## config.mk

```make
export PLATFORM = sky130hd
export DESIGN_NAME = smg_disp_ctrl
export DESIGN_NICKNAME = d
export VERILOG_FILES = /design/src/rtl/smg_pkg.sv /design/src/rtl/smg_bin2bcd.sv /design/src/rtl/smg_disp_ctrl.sv
export SDC_FILE = /design/constraint.sdc
export NUM_CORES = 1
export LEC_CHECK = 0
export CAP_MARGIN = 20
export CORE_MARGIN = 1.5
export CORE_UTILIZATION = 40
export CTS_CLUSTER_SIZE = 25
export DETAILED_ROUTE_END_ITERATION = 7
export PLACE_DENSITY = 0.66
export SETUP_SLACK_MARGIN = 0.3
export SYNTH_ARGS = -nofsm -noshare
export SYNTH_HDL_FRONTEND = slang
export SYNTH_HIERARCHICAL = 1
export SYNTH_SLANG_ARGS = --single-unit
```

## constraint.sdc

```tcl
create_clock -name clk -period 5 [get_ports clk]
set_input_delay 1.5 -clock clk [delete_from_list [all_inputs] [get_ports clk]]
set_output_delay 1.5 -clock clk [all_outputs]
set_load 0.05 [all_outputs]
```

## src/rtl/smg_pkg.sv

```systemverilog
// Shared definitions for the snake-game 7-segment display controller.
package smg_pkg;

    localparam int unsigned NumDigits = 3;

    // Per-digit blank patterns, bit i blanks digit i
    localparam logic [NumDigits-1:0] BlankAllOff = 3'b111;
    localparam logic [NumDigits-1:0] BlankIrView = 3'b100;
    localparam logic [NumDigits-1:0] BlankZero   = 3'b110;

    typedef enum logic [1:0] {
        StIdle,
        StLoad,
        StShift,
        StDone
    } conv_state_e;

    // Double-dabble correction: add 3 to every BCD nibble that is 5 or more
    function automatic logic [11:0] dd_adjust(input logic [11:0] v);
        logic [11:0] r;
        r = v;
        for (int i = 0; i < NumDigits; i++) begin
            if (v[4*i +: 4] >= 4'd5) begin
                r[4*i +: 4] = v[4*i +: 4] + 4'd3;
            end
        end
        return r;
    endfunction

    // Leading-zero blanking for a 3-digit BCD value; units always lit
    function automatic logic [NumDigits-1:0] lead_blank(input logic [11:0] v);
        logic [NumDigits-1:0] r;
        r    = '0;
        r[2] = (v[11:8] == 4'd0);
        r[1] = (v[11:4] == 8'd0);
        return r;
    endfunction

endpackage

```

## src/rtl/smg_bin2bcd.sv

```systemverilog
// Sequential 8-bit binary to 3-digit BCD converter (shift-add-3, one bit per cycle).
// done pulses in the final shift cycle; bcd carries the finished result during that cycle.
module smg_bin2bcd
    import smg_pkg::*;
(
    input  logic        clk,
    input  logic        rst_n,
    input  logic        start,
    input  logic [7:0]  din,
    output logic        busy,
    output logic        load,
    output logic        done,
    output logic [11:0] bcd
);

    conv_state_e state_q, state_d;
    logic [7:0]  sr_q, sr_d;
    logic [11:0] acc_q, acc_d;
    logic [2:0]  cnt_q, cnt_d;
    logic        busy_q, busy_d;
    logic [11:0] shifted;

    // Next-state logic for the conversion FSM and datapath
    always_comb begin
        state_d = state_q;
        sr_d    = sr_q;
        acc_d   = acc_q;
        cnt_d   = cnt_q;
        load    = 1'b0;
        done    = 1'b0;
        shifted = {dd_adjust(acc_q)[10:0], sr_q[7]};
        case (state_q)
            StIdle: begin
                if (start) begin
                    state_d = StLoad;
                end
            end
            StLoad: begin
                load    = 1'b1;
                sr_d    = din;
                acc_d   = '0;
                cnt_d   = '0;
                state_d = StShift;
            end
            StShift: begin
                acc_d = shifted;
                sr_d  = {sr_q[6:0], 1'b0};
                cnt_d = cnt_q + 3'd1;
                if (cnt_q == 3'd7) begin
                    done    = 1'b1;
                    state_d = StDone;
                end
            end
            StDone: begin
                state_d = StIdle;
            end
            default: begin
                state_d = StIdle;
            end
        endcase
        busy_d = (state_d == StLoad) || (state_d == StShift);
    end

    assign bcd  = shifted;
    assign busy = busy_q;

    // State and datapath registers
    always_ff @(posedge clk or negedge rst_n) begin
        if (!rst_n) begin
            state_q <= StIdle;
            sr_q    <= '0;
            acc_q   <= '0;
            cnt_q   <= '0;
            busy_q  <= 1'b0;
        end else begin
            state_q <= state_d;
            sr_q    <= sr_d;
            acc_q   <= acc_d;
            cnt_q   <= cnt_d;
            busy_q  <= busy_d;
        end
    end

endmodule

```

## src/rtl/smg_disp_ctrl.sv

```systemverilog
// Chooses what the three HEX digits show: decimal snake length, IR code overlay, blink.
module smg_disp_ctrl
    import smg_pkg::*;
#(
    parameter int unsigned IR_HOLD_CYC = 50_000_000,
    parameter int unsigned BLINK_CYC   = 12_500_000
) (
    input  logic                 clk,
    input  logic                 rst_n,
    input  logic [7:0]           snake_length,
    input  logic                 ir_valid,
    input  logic [7:0]           ir_data,
    input  logic                 game_over,
    output logic [3:0]           hex_in0,
    output logic [3:0]           hex_in1,
    output logic [3:0]           hex_in2,
    output logic [NumDigits-1:0] blank,
    output logic                 busy
);

    localparam int unsigned HoldW  = (IR_HOLD_CYC > 1) ? $clog2(IR_HOLD_CYC) : 1;
    localparam int unsigned BlinkW = (BLINK_CYC > 1) ? $clog2(BLINK_CYC) : 1;

    logic [7:0]           last_len_q;
    logic [11:0]          dec_q, dec_d;
    logic [7:0]           ir_q, ir_d;
    logic                 ovl_q, ovl_d;
    logic [HoldW-1:0]     hold_q, hold_d;
    logic [BlinkW-1:0]    blink_q, blink_d;
    logic                 phase_q, phase_d;
    logic [3:0]           h0_d, h1_d, h2_d;
    logic [NumDigits-1:0] bl_d;
    logic                 start, eng_load, eng_done;
    logic [11:0]          eng_bcd;

    // Reconvert whenever the length differs from the last captured operand
    assign start = (snake_length != last_len_q);

    smg_bin2bcd u_bin2bcd (
        .clk   (clk),
        .rst_n (rst_n),
        .start (start),
        .din   (snake_length),
        .busy  (busy),
        .load  (eng_load),
        .done  (eng_done),
        .bcd   (eng_bcd)
    );

    // Decimal result and IR overlay hold timer
    always_comb begin
        dec_d  = eng_done ? eng_bcd : dec_q;
        ir_d   = ir_q;
        ovl_d  = ovl_q;
        hold_d = hold_q;
        if (ir_valid) begin
            ir_d   = ir_data;
            ovl_d  = 1'b1;
            hold_d = HoldW'(IR_HOLD_CYC - 1);
        end else if (ovl_q) begin
            if (hold_q == '0) begin
                ovl_d = 1'b0;
            end else begin
                hold_d = hold_q - 1'b1;
            end
        end
    end

    // Blink phase; leaving game-over snaps straight back to the on phase
    always_comb begin
        blink_d = blink_q;
        phase_d = phase_q;
        if (!game_over) begin
            blink_d = '0;
            phase_d = 1'b1;
        end else if (blink_q == BlinkW'(BLINK_CYC - 1)) begin
            blink_d = '0;
            phase_d = ~phase_q;
        end else begin
            blink_d = blink_q + 1'b1;
        end
    end

    // Output mux built from next-state values so registered outputs track sources same-edge
    always_comb begin
        h2_d = dec_d[11:8];
        h1_d = dec_d[7:4];
        h0_d = dec_d[3:0];
        bl_d = lead_blank(dec_d);
        if (ovl_d) begin
            h2_d = 4'd0;
            h1_d = ir_d[7:4];
            h0_d = ir_d[3:0];
            bl_d = BlankIrView;
        end
        if (!phase_d) begin
            bl_d = BlankAllOff;
        end
    end

    // State and output registers
    always_ff @(posedge clk or negedge rst_n) begin
        if (!rst_n) begin
            last_len_q <= '0;
            dec_q      <= '0;
            ir_q       <= '0;
            ovl_q      <= 1'b0;
            hold_q     <= '0;
            blink_q    <= '0;
            phase_q    <= 1'b1;
            hex_in0    <= 4'd0;
            hex_in1    <= 4'd0;
            hex_in2    <= 4'd0;
            blank      <= BlankZero;
        end else begin
            if (eng_load) begin
                last_len_q <= snake_length;
            end
            dec_q   <= dec_d;
            ir_q    <= ir_d;
            ovl_q   <= ovl_d;
            hold_q  <= hold_d;
            blink_q <= blink_d;
            phase_q <= phase_d;
            hex_in0 <= h0_d;
            hex_in1 <= h1_d;
            hex_in2 <= h2_d;
            blank   <= bl_d;
        end
    end

endmodule

```

======== After elaboration in Yosys (flattened, before gate mapping) ========
Cells that the tools add are included.
word-level totals
  bits in registers ....................... 121
  output and inout port bits .............. 16
  word-level logic and storage cells ...... 72
cells by class
  $add $sub $neg .......................... 6
  $lt $le $gt $ge ......................... 3
  equal/unequal tests ..................... 9
  multiplexer cells ....................... 29
  bitwise gates (word level) .............. 1
  reductions and logical operators ........ 8
operators by type and width
  kind                   number
  $mux 26                3
  $mux 24                2
  $logic_not 26->1       1
  $sub 26x1->26 const B  1
  $add 24x1->24 const B  1
  $eq 24x24->1 const B   1
  $pmux 12 s2            1
  $mux 4                 5
  $pmux 8 s2             1
  $ge 4x3->1 const B     3
  $mux 12                1
  $mux 3                 3
  $add 4x2->4 const B    2
  $logic_not 8->1        1
  $mux 1                 8
  $mux 8                 1
  $ne 8x8->1             1
  $pmux 2 s4             1
  $eq 2x2->1 const B     3
  $pmux 3 s2             1
  $eq 2x1->1 const B     2
  $logic_not 4->1        1
  $mux 2                 2
  $reduce_bool 2->1      2
  8 further kinds        8

======== Longest topological paths before layout ========
  word-level depth ........................ 7
  mapped depth ............................ 10
  mapped depth without buffers ............ 8

======== By module ========
Netlist, hierarchy kept.
modules (own cells, without submodules)
  module         instances  cells each  area an instance (um2)  sequential area each (um2)
  smg_disp_ctrl  1          380         4394.2                  2381.0
  smg_bin2bcd    1          138         1406.3                  650.6

======== Worst setup path after synthesis ========
OpenSTA, ideal clock, no wires.
  path type ............................... input-to-reg
  start ................................... input ir_valid
  end ..................................... register hex_in0[0]
  library setup time ...................... 125 ps
  arrival time ............................ 2412 ps
  data required time ...................... 4875 ps
  path slack .............................. 2463 ps
  stages .................................. 3
  path buffers ............................ 1
  cells stage by stage .................... buf_1 -> mux2_2 -> mux2_4
between the ends
  word-level cells in the longest chain between the ends .. 2
RTL lines
  what                  line                  RTL
  start, declared       smg_disp_ctrl.sv:11   input logic ir_valid,
  $mux 8                smg_disp_ctrl.sv:56   if (ir_valid) begin
  named net ir_d[0]     smg_disp_ctrl.sv:26   logic [7:0] ir_q, ir_d;
  $mux 4                smg_disp_ctrl.sv:90   if (ovl_d) begin
  named net h0_d[0]     smg_disp_ctrl.sv:31   logic [3:0] h0_d, h1_d, h2_d;
  end signal, assigned  smg_disp_ctrl.sv:111  hex_in0 <= 4'd0;
  end signal, assigned  smg_disp_ctrl.sv:125  hex_in0 <= h0_d;
  end, declared         smg_disp_ctrl.sv:14   output logic [3:0] hex_in0,
The timed path passes the listed nets, and every way through them passes these cells.
A chain may end at the register's enable or synchronous reset.

======== Worst setup path in the final report ========
  start ................................... register blank[1]
  end ..................................... output blank[1]
RTL lines
  what                    line                  RTL
  start, declared         smg_disp_ctrl.sv:17   output logic [NumDigits-1:0] blank,
  start signal, assigned  smg_disp_ctrl.sv:114  blank <= BlankZero;
  start signal, assigned  smg_disp_ctrl.sv:128  blank <= bl_d;
No word-level cell between the ends.

==> qor.yml <==
run_status:
  status: "finished clean"
floorplanning:
  fp.dieW_um: 123
  die_h_um: 123
  fp-row-count: 43
  io-pin-count: 36
  core-area_sq_mm: 0.0140
  initial_core_utilization: 0.413
  die_area_sq_mm: 0.0152
clock_tree:
  cts_inserted_buffers: 17
  post_cts.resized_instances: 0
  clock_latency_on_the_worst_skew_pair_ns: 0.41
  clkSlewWorstSetupHoldPaths_ns: 0.05
  cts_sinks: 121
  cts_hold_repair.buffers: 0
  h-tree-depth: 4
  cts_tree: "built"
  cell_at_the_root_of_the_clock_tree: "clkbuf_16"
  postCtsSetupRepairBufs: 0
  ctsLongestPathBuffers: 2
logic_synthesis:
  synthXorXnorAreaFrac: 0.0574
  synth_area_per_cell_sq_um: 11.2
  post_synth_edffs: 0
  synth_cell_type_count: 52
  synth.top_cells.by_area: "dfrtp_1, mux2_2, xnor2_1, nor2_1, ha_1"
  synthDominantCellAreaShare: 0.509
  synth_seq_area_share: 0.523
  synth_most_common_cell: "dfrtp_1"
  synth-adder-area-share: 0.0302
  synth_compound_gate_area_share: 0.0846
  synth_top_family_by_area: "simple AND/OR/NAND/NOR gates"
  yosys_warnings: 6
  most_used_flip_flop_cell_after_synthesis: "dfrtp_1"
  synth_cell_area_sq_mm: 0.00580
  synth_mux_area_frac: 0.0994
  netlist_top_cells_count: "dfrtp_1, nor2_1, mux2_2"
  ys_seq_elements: 121
  synthesis.nets: 552
  synth-simple-area-share: 0.176
  post-synth-top-area-cell: "dfrtp_1"
  post_synth_inst_count: 518
  synthArstFlopShare: 1.00
timing:
  finClkSkew_ns: 0.0103
  rsz_0062_raised_after_global_routing: "false"
  setup_viol: 0
  setup_total_negative_slack_ns: 0
  timing.final.crit_share: 0.642
  worstMarginPinSlew_ns: 0.751
  slew_violations: 0
  timing_hold_violations_final: 0
  fmaxAchievable_ghz: 0.311
  post-route-min-period_ns: 3.21
  hold_ws_ns: 0.497
  slew-limit-headroom: 0.499
  worst_slack_ns: 1.79
critical_path:
  crit_path_start: "blank[1]"
  cpLargestDelayFamily: "buffers and inverters"
  worst_r2r_endpoint: "hex_in1[2]"
  critical_path.cell_chain: "clkdlybuf4s50_1"
  critical_path_class: "reg2out"
  rr_worst_depth: 7
  worst_ep_required_time_ns: 3.50
  end_kind: "output port"
  critical_path_buf_inv_count: 1
  critical_path.endpoint: "blank[1]"
  critical_path.reg2reg.startpoint: "hold_q[0]"
  reg2reg_slack_ns: 2.16
  slowest_stage: "clkdlybuf4s50_1"
  worstSetupStartpointType: "flop"
  critPathArrivalTime_ns: 1.71
  worst_path_largest_cell_delay_ns: 0.79
  worst-path-stages: 1
  crit_fanout: 1
drt:
  postRouteWirelength_mm: 11.0
  drtIter0Drc: 266
  ant_nets: 0
  total_via_count_after_detailed_routing: 3918
  avgRoutedWirePerCell_um: 14.7
  drtPass1Iterations: 4
  detail_route.vias_per_cell: 5.24
  drc_errors: 0
place:
  port_buffers: 35
  detailed_place.area_sq_mm: 0.00630
  placement.setup.worst_slack_ns: 1.61
  dp_hpwl_mm: 7.27
  routabilityCongestion: 0.772
finish:
  finalNetCount: 589
  n_fill_cell: 1224
  area_growth_synth_to_finish_pct: 18.3
  final_cell_area_sq_mm: 0.00686
  diodes: 0
  final_layout_size_suffix_gt1_frac: 0.148
global_routing:
  groute.usage.overall: 0.160
  initial_antenna_violation_count: 0
  grt_max_degree: 78
  globalRouteOverflowTotal: 0
  first_global_vias: 3923
  grt_pass1_wl_mm: 19.0
run:
  max_cap_violations: 0
pwr:
  power.density_cell_area_mw_per_mm2: 401
  leakage_nw: 2.87
  vdd_drop_max_mv: 0.361
  total_power_of_the_final_layout_mw: 2.75
min_path:
  worst_min_delay_path_class: "reg2reg"
  worstHoldPathCells: 1
  hp-start: "ir_q[2]"
-- metal layers --
| metal | up-vias | routed length [um] | track usage | part of all wire |
|---|---|---|---|---|
| met5 | - | 0 | 0 | 0 |
| met4 | 0 | 52 | 0.0496 | 0.0047 |
| met3 | 4 | 321 | 0.0494 | 0.029 |
| met2 | 49 | 5270 | 0.252 | 0.48 |
| met1 | 1930 | 5340 | 0.213 | 0.49 |
| li1 | 1935 | - | - | - |
-- power breakdown --
group	internal, mW	switching (mW)
clock	0.707	0.396
combinational	0.203	0.295
sequential	1.09	0.0624
-- registers in the layout, summed over array words and instances, names as in the netlist --
| name | cells |
|---|---|
| hold_q | 26 |
| blink_q | 24 |
| dec_q | 12 |
| u_bin2bcd/acc_q | 12 |
| ir_q | 8 |
| last_len_q | 8 |
| u_bin2bcd/sr_q | 8 |
| hex_in0 | 4 |
| hex_in1 | 4 |
| hex_in2 | 4 |
| blank | 3 |
| u_bin2bcd/cnt_q | 3 |
| u_bin2bcd/state_q | 2 |
| ovl_q | 1 |
| phase_q | 1 |
| u_bin2bcd/busy | 1 |
-- stage by stage --
step,utilization,cells
final,0.489,748
after floorplan,-,518
after CTS,0.487,747
after detailed placement,0.449,715
after global placement,0.449,715
after global routing,0.489,748
-- placed cells by master, fill, tap and decap left out, types with 3 or more instances in the layout --
master and instances:
dfrtp_1 118, nor2_1 49, clkdlybuf4s50_1 34, mux2_2 29, nand2_1 25, nand3_1 24
xnor2_1 23, inv_1 18, clkbuf_16 17, nor4_1 15, xor2_1 15, or4_1 14
ha_1 14, mux2i_1 13, a21oi_1 12, or3_1 11, o21ai_0 11, o31ai_1 11
a22o_1 11, and3_1 9, clkbuf_1 9, nor3_1 8, mux2_4 8, nand4_1 7
nand2b_1 4, o211ai_1 4, a21oi_2 4, and2_1 3, o41ai_1 3, nor2b_1 3
dfstp_2 3, clkinv_2 3, buf_4 3
-- area by class of cell --
type	instances	area, sq um	share of cell area
Inverter	18	67.6	0.00985
Clock buffer	28	487	0.0709
Multi-Input combinational cell	358	2600	0.378
Sequential cell	121	3030	0.442
Tap cell	180	225	0.0328
Clock inverter	4	45.0	0.00656
Timing Repair Buffer	39	410	0.0598
-- cells by family after synthesis --
kind of cell    after synthesis
mux                          50
fa+ha+maj                    14
xor+xnor                     38
compound gates               68
flops                       121
buf+inv                      39
simple gates                188
-- worst min-delay path by stage --
stage / end / slack (ns)
CTS: ir_q[5] / 0.50
floorplan: blink_q[0] / 0.46
finish: ir_q[2] / 0.50
global route: blink_q[0] / 0.51
global placement: blink_q[0] / 0.48
detailed placement: ir_q[1] / 0.49
Power figures use the tool's default switching activity.
==> RTL change 1 (same settings) <==
Set the parameter `BLINK_CYC` to 25_000_000 (it was 12_500_000).
--- a/src/rtl/smg_disp_ctrl.sv
+++ b/src/rtl/smg_disp_ctrl.sv
@@ -3,7 +3,7 @@
     import smg_pkg::*;
 #(
     parameter int unsigned IR_HOLD_CYC = 50_000_000,
-    parameter int unsigned BLINK_CYC   = 12_500_000
+    parameter int unsigned BLINK_CYC   = 25_000_000
 ) (
     input  logic                 clk,
     input  logic                 rst_n,
Formal check against the unedited RTL: no difference found for any inputs over 10 cycles, from zero or initial values and one cycle with rst_n low; that may be too few to reach the edited logic, so the function may still have changed.
==> RTL change 1 against the original RTL <==
Worst setup slack improved by 0.0063 ns. Total power increased by 5.0%. Synthesized cell count grew 4.6%. Count of clock-buffer cells in the layout shrank 9. Cell area up 1.8%. Maximum frequency up 0.20%. Wire length grew 5.3%. Hold slack lost 0.036 ns. Area after synthesis rose by 1.5%. Non-clock buffer count down 1. Sequential cell count increased by 1. Core utilization shrank 0.60 points. Via count is 1.7% higher. Global-route usage is 0.10 points higher. Largest power group is now the clock network. Highest routed layer is now met5.
==> RTL change 1: results <==
group,metric,value,unit
run_status,status,"completed",
global_route,antenna_found_initial,1,
drt,wl,11.6,mm
clocking,cts_max_level,4,
worst_setup_path,cp_data_arrival_time,1.71,ns
placed_design,dpl.hpwl,7.92,mm
worst_setup_path,path_delay_family,"buffers and inverters",
clocking,cts-resized-gates,0,
min_path,hold_depth,1,
clocking,numCtsBuffers,17,
worst_setup_path,r2r_start,"hold_q[14]",
yosys,async_flop_share,100,%
drt,drt-pass1-iter-count,4,
layout,fill_cells,1307,
min_path,hold_path_end,"blink_q[0]",
clocking,insertion_delay,0.41,ns
layout,diodes,0,
drt,vias_per_cell,5.16,
min_path,hp-start,"blink_q[0]",
yosys,synth_commonest_cells,"dfrtp_1 (119), nor2_1 (61), nand2_1 (35)",
pwr,switching_share,27.4,%
global_route,grt_use_met2,25.5,%
pwr,leakagePower,2.95,nW
clocking,cts_setup_buffers,0,
global_route,grt_pass1_vias,4075,
global_route,use_met1,20.9,%
worst_setup_path,cp_slowest_cell,"clkdlybuf4s50_1",
worst_setup_path,cp_max_fo,1,
clocking,clockBufferDepth,2,
yosys,yosysWarnings,6,
global_route,grt_max_degree,75,
min_path,hp-class,"flop to flop",
worst_setup_path,reg2reg_depth,6,
placed_design,place_ws,1.48,ns
clocking,root_buffer,"clkbuf_16",
layout,biggestRegsByFlops,"hold_q (26), blink_q (25)",
timing,period_share,64.1,%
worst_setup_path,r2r_end,"hex_in0[2]",
yosys,syn_nets,576,
layout,layout-drive-gt1-share,15.6,%
yosys,yosysUniqueCellTypes,54,
placed_design,port-buffer-count,35,
pwr,vdd_drop_max,0.000381,V
layout,nets,610,
drt,drtIter0Drc,225,
yosys,ys_seq_area_share,51.9,%
worst_setup_path,max_stage_delay,0.78,ns
worst_setup_path,regToRegSetupSlack,2.07,ns
global_route,grt_use_total,16.1,%
yosys,synth.area.top_cells,"dfrtp_1 (51%), mux2_2 (5.5%), xor2_1 (4.5%)",
placed_design,gp_congestion,0.752,
global_route,grt_first_pass_wirelength,20.3,mm
timing,tightest_slew,0.953,ns
global_route,use_met3,5.37,%
timing,clock-skew-final,0.00616,ns
clocking,path_clk_slew,0.05,ns
[RTL change 1: changes by cell type after synthesis, moves of 4 or more]
cell,before,now
nand3_1,24,19
o31ai_1,11,1
and2_1,3,7
nor2_1,49,61
nand2_1,25,35
or4_1,14,2
or3_1,11,6
o21ai_1,1,5
xor2_1,15,30
[RTL change 1: cell families after synthesis]
| logic type | after synthesis | synth area share (%) |
|---|---|---|
| AO/OA/AOI/OAI | 62 | 7.50 |
| XOR/XNOR | 52 | 7.73 |
| adder cells (fa/ha/maj) | 14 | 2.97 |
| buffers and inverters | 45 | 3.21 |
| flip-flops | 122 | 51.9 |
| multiplexers | 47 | 9.20 |
| AND/OR/NAND/NOR | 200 | 17.5 |
[RTL change 1: how the worst max path moves through the flow]
stage | start | endpoint | cells past startpoint
2_1_floorplan | ir_valid | hex_in0[1] | 4
3_3_place_gp | ir_valid | hex_in0[0] | 6
3_5_place_dp | ir_valid | hex_in0[2] | 6
4_1_cts | blank[1] | blank[1] | 1
5_1_grt | blank[2] | blank[2] | 1
6_report | blank[1] | blank[1] | 1
[RTL change 1: routing by layer]
layer,share of wire [%],vias up
met2,48,72
met4,1.6,2
li1,-,1954
met5,0.11,-
met3,4.6,21
met1,46,1936
[RTL change 1: layout make-up]
class | count | area, sq um | share of cell area, %
timing repair buffer | 38 | 370 | 5.30
multi-input combinational | 375 | 2640 | 37.8
tap | 184 | 230 | 3.29
sequential | 122 | 3060 | 43.7
clock buffer | 19 | 453 | 6.48
clock inverter | 13 | 150 | 2.15
inverter | 22 | 85.1 | 1.22
[RTL change 1: stage by stage]
stage	instance area, sq um	util [%]	power (mW)	cells	hold slack, ns
2_1_floorplan	5890	-	1.55	542	0.424
3_5_place_dp	6390	44.1	1.68	741	0.462
5_1_grt	6990	48.3	3.04	773	0.480
6_report	6990	48.3	2.89	773	0.461
4_1_cts	6990	48.3	2.93	773	0.470
3_3_place_gp	6390	44.1	1.66	741	0.435
[RTL change 1: power by group through the flow]
stage / logic, mW / clock network, mW / registers, mW
after global routing: 0.556 / 1.31 / 1.17
final: 0.498 / 1.23 / 1.16
after global placement: 0.484 / 0 / 1.17
after floorplan: 0.349 / 0 / 1.20
after detailed placement: 0.501 / 0 / 1.17
after CTS: 0.505 / 1.27 / 1.16
==> RTL change 2 (config.mk and constraints unchanged) <==
Without the edit above. The output `hex_in2` loses its register stage (`hex_in2` becomes a continuous assignment).
--- a/src/rtl/smg_disp_ctrl.sv
+++ b/src/rtl/smg_disp_ctrl.sv
@@ -110,7 +110,6 @@
             phase_q    <= 1'b1;
             hex_in0    <= 4'd0;
             hex_in1    <= 4'd0;
-            hex_in2    <= 4'd0;
             blank      <= BlankZero;
         end else begin
             if (eng_load) begin
@@ -124,10 +123,11 @@
             phase_q <= phase_d;
             hex_in0 <= h0_d;
             hex_in1 <= h1_d;
-            hex_in2 <= h2_d;
             blank   <= bl_d;
         end
     end
 
+    assign hex_in2 = h2_d;
+
 endmodule
 
Check against the original RTL: not equivalent (Yosys sat finds a counterexample within 10 cycles, from zero or initial values and one cycle with rst_n low).
==> RTL change 2 against the original RTL <==
Total power is 0.76% higher. Sequential cell count down 4. Worst setup slack got worse by 1.2 ns. Final cell count decreased by 0.27%. Die area decreased by 1.7%. Cell area shrank 0.29%. Core utilization grew 0.42 points. Wire length rose by 0.28%. Clock power is 6% higher. Hold slack got worse by 0.0013 ns. Area after synthesis fell by 1.7%. Critical endpoint is now hex_in2[2].
==> RTL change 2: results <==
group,metric,value,unit
run_status,status,"completed",
global_route,grt_max_degree,79,
timing,clock-skew-final,0.00665,ns
layout,nFlopsAndLatches,117,
yosys,syn_nets,548,
yosys,synth.area.top_cells,"dfrtp_1 (50%), mux2_2 (5.7%), xnor2_1 (3.5%)",
yosys,yosys.area_share.adder,3.07,%
yosys,synth-compound-area-share,8.60,%
layout,register_area,2930,sq um
yosys,synth_mux_area_share,10.1,%
min_path,hold_path_end,"ir_q[5]",
worst_setup_path,max_stage_delay,0.57,ns
layout,fill_cells,1225,
layout,nClkBuffers,21,
yosys,synth_commonest_cells,"dfrtp_1 (114), nor2_1 (49), mux2_2 (29)",
yosys,ys_seq_area_share,51.4,%
global_route,grt_use_total,15.7,%
layout,buffer_area_share,6.55,%
layout,layout-drive-gt1-share,17.3,%
pwr,leakagePower,2.86,nW
layout,buffers,43,
pwr,vdd_drop_max,0.000339,V
drt,vias_per_cell,5.32,
drt,wl,11.0,mm
global_route,grt_first_pass_wirelength,18.6,mm
worst_setup_path,cp_slowest_cell,"or4b_2",
worst_setup_path,reg2reg_depth,8,
worst_setup_path,r2r_end,"hex_in0[0]",
drt,drtIter0Drc,159,
worst_setup_path,path_delay_family,"simple AND/OR/NAND/NOR gates",
worst_setup_path,regToRegSetupSlack,2.18,ns
global_route,grt_pass1_vias,4002,
-- RTL change 2: per-stage QoR --
step / hold WS [ns] / instances / area [sq um] / setup WS, ns / utilization (%)
floorplan: 0.455 / 514 / 5700 / 0.842 / -
global placement: 0.481 / 716 / 6270 / 1.02 / 45.2
detailed placement: 0.486 / 716 / 6270 / 1.00 / 45.2
CTS: 0.499 / 746 / 6840 / 0.567 / 49.3
global route: 0.513 / 746 / 6840 / 0.463 / 49.3
finish: 0.495 / 746 / 6840 / 0.581 / 49.3
-- RTL change 2: worst max path at each step --
stage               startpoint    endpoint  slack (ns)  cells past startpoint
floorplan            hold_q[0]  hex_in2[0]        0.84                      8
global placement      ir_valid  hex_in2[2]        1.02                      4
detailed placement   hold_q[0]  hex_in2[2]        1.00                      7
CTS                  hold_q[0]  hex_in2[2]        0.57                      7
global route         hold_q[0]  hex_in2[2]        0.46                      7
finish               hold_q[0]  hex_in2[2]        0.58                      7
-- RTL change 2: cells by family (layout without fill, tap and decap cells) --
logic type / Yosys count / in the layout
xor+xnor: 38 / 38
fa+ha+maj: 14 / 14
mux: 50 / 50
flops: 117 / 117
compound gates: 68 / 68
buf+inv: 39 / 91
simple gates: 188 / 188
-- RTL change 2: per-layer routing --
metal  track usage [%]  wire [um]
met5                 0          0
met4              5.96        128
met3              3.81        291
met2              26.5       5490
met1              19.4       5100
-- RTL change 2: power breakdown --
part           internal, mW  switching, mW
logic                 0.202          0.288
registers              1.06         0.0593
clock network         0.763          0.405
total                  2.02          0.752
